File: config.mk
export PLATFORM = sky130hd
export DESIGN_NAME = hazard_stall_unit
export DESIGN_NICKNAME = d
export VERILOG_FILES = /design/src/rtl/hazard_stall_unit.sv
export SDC_FILE = /design/constraint.sdc
export NUM_CORES = 1
export LEC_CHECK = 0
export BUFFER_PORTS_ARGS = -buffer_cell sky130_fd_sc_hd__buf_2
export CAP_MARGIN = 40
export CORE_ASPECT_RATIO = 0.5
export CORE_UTILIZATION = 57
export DETAILED_ROUTE_END_ITERATION = 16
export PLACE_DENSITY = 0.92
export SLEW_MARGIN = 20
export SYNTH_ARGS = -nofsm -noshare
export SYNTH_HDL_FRONTEND = slang
export SYNTH_SLANG_ARGS = --single-unit
File: constraint.sdc
create_clock -name Clk -period 4.76 [get_ports Clk]
set_input_delay 0.238 -clock Clk [delete_from_list [all_inputs] [get_ports Clk]]
set_output_delay 0.238 -clock Clk [all_outputs]
set_load 0.005 [all_outputs]
File: src/rtl/hazard_stall_unit.sv
// Hazard/stall controller beside ID: shadows EX/MEM/WB destination state, raises
// load-use stalls, selects operand forwarding and squashes IF after taken branches.
module hazard_stall_unit #(
  parameter int FLUSH_CYCLES = 1,
  parameter int CNT_W        = 16
) (
  input  logic             Clk,
  input  logic             Rst,
  input  logic [4:0]       RA_ID,
  input  logic [4:0]       RB_ID,
  input  logic             RA_USE,
  input  logic             RB_USE,
  input  logic [4:0]       RD_ID,
  input  logic             RF_LE_ID,
  input  logic             L_ID,
  input  logic             BR_TAKEN,
  output logic             LE,
  output logic             S,
  output logic             FLUSH_IF,
  output logic [1:0]       FWD_A,
  output logic [1:0]       FWD_B,
  output logic [CNT_W-1:0] EVT_CNT,
  output logic [3:0]       o_dbg_state
);

  localparam logic [0:0] ST_RUN   = 1'b0;
  localparam logic [0:0] ST_FLUSH = 1'b1;

  localparam logic [2:0]       LP_CNT_INIT = 3'(FLUSH_CYCLES - 1);
  localparam bit               LP_MULTI    = (FLUSH_CYCLES > 1);
  localparam logic [CNT_W-1:0] LP_ONE      = CNT_W'(1);
  localparam logic [CNT_W-1:0] LP_MAX      = '1;

  localparam logic [1:0] SEL_RF  = 2'b00;
  localparam logic [1:0] SEL_EX  = 2'b01;
  localparam logic [1:0] SEL_MEM = 2'b10;
  localparam logic [1:0] SEL_WB  = 2'b11;

  logic [4:0]       r_ex_rd,  r_mem_rd,  r_wb_rd;
  logic             r_ex_rfle, r_mem_rfle, r_wb_rfle;
  logic             r_ex_l,   r_mem_l,   r_wb_l;
  logic [0:0]       r_state;
  logic [2:0]       r_cnt;
  logic [CNT_W-1:0] r_evt_cnt;

  logic w_lu;
  logic w_evt;
  logic w_ex_a, w_mem_a, w_wb_a;
  logic w_ex_b, w_mem_b, w_wb_b;

  function automatic logic stage_writes(input logic [4:0] rd, input logic rf_le,
                                        input logic [4:0] r);
    return rf_le && (rd == r) && (r != 5'd0);
  endfunction

  function automatic logic [1:0] fwd_sel(input logic use_r, input logic ex_w,
                                         input logic ex_l, input logic mem_w,
                                         input logic wb_w);
    logic [1:0] sel;
    sel = SEL_RF;
    if (use_r) begin
      // A load in EX has no result yet; the load-use stall covers it.
      if (ex_w && !ex_l) sel = SEL_EX;
      else if (mem_w)    sel = SEL_MEM;
      else if (wb_w)     sel = SEL_WB;
    end
    return sel;
  endfunction

  always_comb begin
    w_ex_a  = stage_writes(r_ex_rd,  r_ex_rfle,  RA_ID);
    w_mem_a = stage_writes(r_mem_rd, r_mem_rfle, RA_ID);
    w_wb_a  = stage_writes(r_wb_rd,  r_wb_rfle,  RA_ID);
    w_ex_b  = stage_writes(r_ex_rd,  r_ex_rfle,  RB_ID);
    w_mem_b = stage_writes(r_mem_rd, r_mem_rfle, RB_ID);
    w_wb_b  = stage_writes(r_wb_rd,  r_wb_rfle,  RB_ID);
    w_lu    = r_ex_l && ((w_ex_a && RA_USE) || (w_ex_b && RB_USE));
  end

  always_comb begin
    LE       = 1'b0;
    S        = 1'b1;
    FLUSH_IF = 1'b0;
    FWD_A    = SEL_RF;
    FWD_B    = SEL_RF;
    if (!Rst) begin
      LE       = !w_lu;
      S        = w_lu;
      // FLUSH_IF is independent of LE: a stalled delay slot still squashes IF.
      FLUSH_IF = (r_state == ST_FLUSH) || BR_TAKEN;
      FWD_A    = fwd_sel(RA_USE, w_ex_a, r_ex_l, w_mem_a, w_wb_a);
      FWD_B    = fwd_sel(RB_USE, w_ex_b, r_ex_l, w_mem_b, w_wb_b);
    end
  end

  assign w_evt       = w_lu || FLUSH_IF;
  assign EVT_CNT     = r_evt_cnt;
  assign o_dbg_state = {r_state, r_cnt};

  always_ff @(posedge Clk or posedge Rst) begin
    if (Rst) begin
      r_ex_rd    <= 5'd0;
      r_ex_rfle  <= 1'b0;
      r_ex_l     <= 1'b0;
      r_mem_rd   <= 5'd0;
      r_mem_rfle <= 1'b0;
      r_mem_l    <= 1'b0;
      r_wb_rd    <= 5'd0;
      r_wb_rfle  <= 1'b0;
      r_wb_l     <= 1'b0;
    end else begin
      r_wb_rd    <= r_mem_rd;
      r_wb_rfle  <= r_mem_rfle;
      r_wb_l     <= r_mem_l;
      r_mem_rd   <= r_ex_rd;
      r_mem_rfle <= r_ex_rfle;
      r_mem_l    <= r_ex_l;
      if (S) begin
        r_ex_rd   <= 5'd0;
        r_ex_rfle <= 1'b0;
        r_ex_l    <= 1'b0;
      end else begin
        r_ex_rd   <= RD_ID;
        r_ex_rfle <= RF_LE_ID;
        r_ex_l    <= L_ID;
      end
    end
  end

  // RUN: a taken branch squashes IF this cycle; FLUSH covers the remaining cycles.
  always_ff @(posedge Clk or posedge Rst) begin
    if (Rst) begin
      r_state <= ST_RUN;
      r_cnt   <= 3'd0;
    end else begin
      case (r_state)
        ST_RUN: begin
          if (BR_TAKEN && LP_MULTI) begin
            r_state <= ST_FLUSH;
            r_cnt   <= LP_CNT_INIT;
          end
        end
        ST_FLUSH: begin
          if (r_cnt <= 3'd1) begin
            r_state <= ST_RUN;
            r_cnt   <= 3'd0;
          end else begin
            r_cnt <= r_cnt - 3'd1;
          end
        end
        default: begin
          r_state <= ST_RUN;
          r_cnt   <= 3'd0;
        end
      endcase
    end
  end

  always_ff @(posedge Clk or posedge Rst) begin
    if (Rst) begin
      r_evt_cnt <= '0;
    end else if (w_evt && (r_evt_cnt != LP_MAX)) begin
      r_evt_cnt <= r_evt_cnt + LP_ONE;
    end
  end

endmodule

## After elaboration in Yosys (flattened, before gate mapping)

Index checks and enable logic that the tools add are counted.

- Equality and inequality tests: 7
- $lt $le $gt $ge: 1
- Add/sub/neg operators: 2
- Muxes and demuxes: 19
- Reductions and logical operators: 25

Operators with widths:

| cell | number |
|---|---|
| == test 5 bit | 6 |
| 2-to-1 mux 2 bit | 10 |
| logical AND 1 bit | 18 |
| adder 16 x 1 -> 16 bit, second input constant | 1 |
| != test 16 bit, second input constant | 1 |
| nonzero test 5 bit | 2 |
| 2-to-1 mux 1 bit | 7 |
| 2-to-1 mux 5 bit | 1 |
| <= comparator 3 x 1 -> 1 bit, second input constant | 1 |
| logical OR 1 bit | 3 |
| 2-to-1 mux 3 bit | 1 |
| subtractor 3 x 1 -> 3 bit, second input constant | 1 |
| zero test 1 bit | 2 |

- Input bits: 22
- Register bits after elaboration: 39
- Output and inout bits: 27
- Logic and storage cells: 64

## Longest topological paths before layout

- Word-level depth: 8
- Gate-level depth with buffers: 7
- Gate-level depth less buffers: 7

## Least setup slack after synthesis

OpenSTA, ideal clock, no wires.

- Path type: register to register
- Start point: reg r_evt_cnt[0], in the netlist EVT_CNT[0]
- End point: reg r_evt_cnt[2], in the netlist EVT_CNT[2]
- Stages on the path, launching flop included: 8
- Setup slack: 2.806 ns
- Library setup time: 0.133 ns
- Period minus slack after synthesis: 1.954 ns
- Required time: 4.627 ns
- Arrival time: 1.821 ns
- Path buffers: 0
- Cells stage by stage: dfrtp_1 ha_1 and3_1 and4_2 nand2_1 a211o_2 a21oi_1 a31oi_4

- Cells in the longest elaborated chain, start to end: 2
- Elaborated cells on any way between the ends: 3
- Classes of those cells: 1 x add/sub; 1 x eq/ne; 1 x reduce/logical

RTL lines:

| element | RTL line | source |
|---|---|---|
| start: declaration | 44 | `logic [CNT_W-1:0] r_evt_cnt;` |
| start signal: assignment | 163 | `r_evt_cnt <= r_evt_cnt + LP_ONE;` |
| parallel branches: the longest is 2 deep, another holds adder 16 x 1 -> 16 bit | n/a |  |

Parallel ways; which one is timed is not known.
A chain may end at the register's enable or synchronous reset.

## Final worst setup path

Same ends and word-level chain as after synthesis.

==> metrics.txt <==
Most used DFF post-synth dfrtp_1; XOR/XNOR Fraction of Synth Area 0.142; DIE WIDTH 86.6 microns; FF-to-FF setup slack 2.56 ns; CTS tree done; clk root buf clkbuf_8; largest family of logic cells by synthesized area simple AND/OR/NAND/NOR gates; drt first pass iters 5; Overall Global Routing Usage 0.275; HPWL after DPL 3390 microns; Syn Nets 215; largest net degree at the start of global routing 35; Hold Path Depth 2; Slew Limit Fails 0; Clock Latency Late Sink 0.30 ns; Sw Pwr 0.000257 W; Final Skew 0.00493 ns; Setup WS pre-CTS 2.60 ns; Area Growth Syn to Fin 21.3%; crit share post-route 0.462; Setup Buffers After CTS 0; critical path class reg -> reg; Static Leakage 1.22 nW; Netlist cell types 39; WL per Instance 15.8 microns; Longest Clk Path Bufs 2; CTS buffer count 5; mux contribution to synthesized area 0.0104; first-pass GRT wire length 7580 microns; async set-reset flop share out of synthesis 1.00; Crit path arrival time 2.37 ns; crit-path max FO 5; r2r endpoint EVT_CNT[2]; register area share after synthesis 0.479; # DRC 0; Die ar. 3840 sq um; final core occ 0.772; Hold Path End r_ex_rd[3]; Antenna diodes 0; Crit Reg-Reg Startpoint EVT_CNT[0]; nature of the critical path startpoint flip-flop; Seq pwr share 0.451; Post-synth EDFFs 0; worst reg-to-reg path cell count 7; synthesized flop and latch total 39; Reg clk slew, reported paths 0.08 ns; count of final hold-check violations 0; placed cell area 2330 sq um; Routed WL 4660 microns; cell count after synthesis 190; Placeable Area 3210 sq um; ANT nets after route 0; hold_sp RD_ID[3]; Worst VDD drop 0.000347 V; status complete, no violations; initial core utilization 0.636; RSZ-0062 raised after global routing no; Peak Freq 455 MHz; Post-Synth Adder-Cell Area 0.0184; power per cell area 369 nW/um^2; Final min period 2.20 ns; gr ovfl total 0; max_cap viols 0; initial antenna violation count 0; Post-Syn Area 2040 sq um; most common cell after layout, fill and taps aside buf_2; Max-slew headroom 0.534; TNS Setup 0 ns; Post-Synth Simple-Gate Area 0.229; most frequent cells in the layout buf_2 (48), dfrtp_1 (39), nor3_1 (17), xor2_1 (17), xnor2_1 (16); vias in the first global route 1,594; critical path endpoint category flip-flop; Boundary Pins 49; DR iter-0 viols 89; Hold Crit Class in -> reg; vias per cell 5.68; Port Buf Inserts 48; vias 1,669; Comb pwr share 0.185; Worst-Margin Slew 0.693 ns; row count 14; CTS H-Tree Depth 2; clock power share 0.364; Sw Share 0.281; syn avg cell area 10.7 sq um; Ys Warns 0; proportion of layout cells with a drive suffix above 1 0.289; post-route cell area 2470 sq um; global placer's final weighted congestion 0.806; Worst Slack Setup Final 2.56 ns; Hold WS 0.138 ns; clock sinks 39; Vert. Die Dim 44.3 microns; # nets final 270; Int Power 0.000656 W; Compound-Gate Fraction of Synth Area 0.104; WP data required 4.93 ns; Final setup violation count 0
-- per-stage QoR --
step | cells | total power (W)
2_1_floorplan | 190 | 0.000510
4_1_cts | 294 | 0.000914
6_report | 294 | 0.000913
3_3_place_gp | 285 | 0.000569
5_1_grt | 294 | 0.000947
3_5_place_dp | 285 | 0.000581
-- kinds of logic after synthesis --
kind of cell | count (synthesis)
simple gates | 79
compound gates | 27
xor+xnor | 33
buf+inv | 7
mux | 2
fa+ha+maj | 3
flops | 39
-- per-layer routing --
layer,global-route usage,vias up,wire length (microns),share of wire
met1,0.342,813,1990,0.43
met4,0.123,0,103,0.022
met2,0.481,62,2290,0.49
met3,0.0578,14,273,0.059
li1,-,780,-,-
met5,0,-,0,0
-- power groups by stage --
| stage | combinational (W) | sequential [W] | clock, W |
|---|---|---|---|
| 3_5_place_dp | 0.000165 | 0.000417 | 0 |
| 5_1_grt | 0.000185 | 0.000417 | 0.000345 |
| 6_report | 0.000169 | 0.000411 | 0.000333 |
| 4_1_cts | 0.000170 | 0.000410 | 0.000334 |
| 2_1_floorplan | 0.0000996 | 0.000410 | 0 |
| 3_3_place_gp | 0.000156 | 0.000413 | 0 |
-- worst max-delay path, stage by stage, from the launching register on --
cell and delay, ns:
dfrtp_1 0.40, ha_1 0.26, and3_1 0.27, and4_2 0.29, nand2_1 0.14, a211o_2 0.39
a21oi_1 0.28, a31oi_4 0.04
-- Yosys cell counts (3+ instances only) --
cell type / n / share of area
nand3_1: 9 / 0.022
nor2b_1: 3 / 0.0092
ha_1: 3 / 0.018
and2_1: 9 / 0.028
dfrtp_1: 39 / 0.48
inv_1: 5 / 0.0092
nand4_1: 4 / 0.012
nor3_1: 17 / 0.042
nor2_1: 7 / 0.013
xor2_1: 17 / 0.073
a21oi_1: 13 / 0.032
nand2_1: 12 / 0.022
and3_1: 7 / 0.021
xnor2_1: 16 / 0.069
-- cell type report --
class | instances | area [sq um]
Tap cell | 48 | 60.1
Timing Repair Buffer | 50 | 258
Fill cell | 212 | 731
Multi-Input combinational cell | 144 | 1030
Sequential cell | 39 | 976
Clock inverter | 3 | 67.6
Clock buffer | 5 | 68.8
Inverter | 5 | 18.8
-- how the worst max path moves through the flow --
stage / start / end / slack (ns) / cells past startpoint
after global placement: RA_ID[0] / LE / 2.75 / 6
after detailed placement: EVT_CNT[0] / EVT_CNT[2] / 2.60 / 7
final: EVT_CNT[0] / EVT_CNT[2] / 2.56 / 7
after floorplan: EVT_CNT[0] / EVT_CNT[2] / 2.81 / 7
after global routing: r_ex_rd[4] / S / 2.38 / 6
after CTS: EVT_CNT[0] / EVT_CNT[2] / 2.58 / 7
-- state kept, by name, summed over array words and instances (netlist names) --
signal and flops:
EVT_CNT 16, r_cnt 3, r_ex_l 1, r_ex_rd 5, r_ex_rfle 1, r_mem_rd 5, r_mem_rfle 1, r_state 1
r_wb_rd 5, r_wb_rfle 1
-- repair_timing --
item	in CTS	in global routing
hold endpoints to repair	5	0
resized for setup	0	0
hold buffers	1	0
No activity file was read; power rests on OpenSTA's default activity.
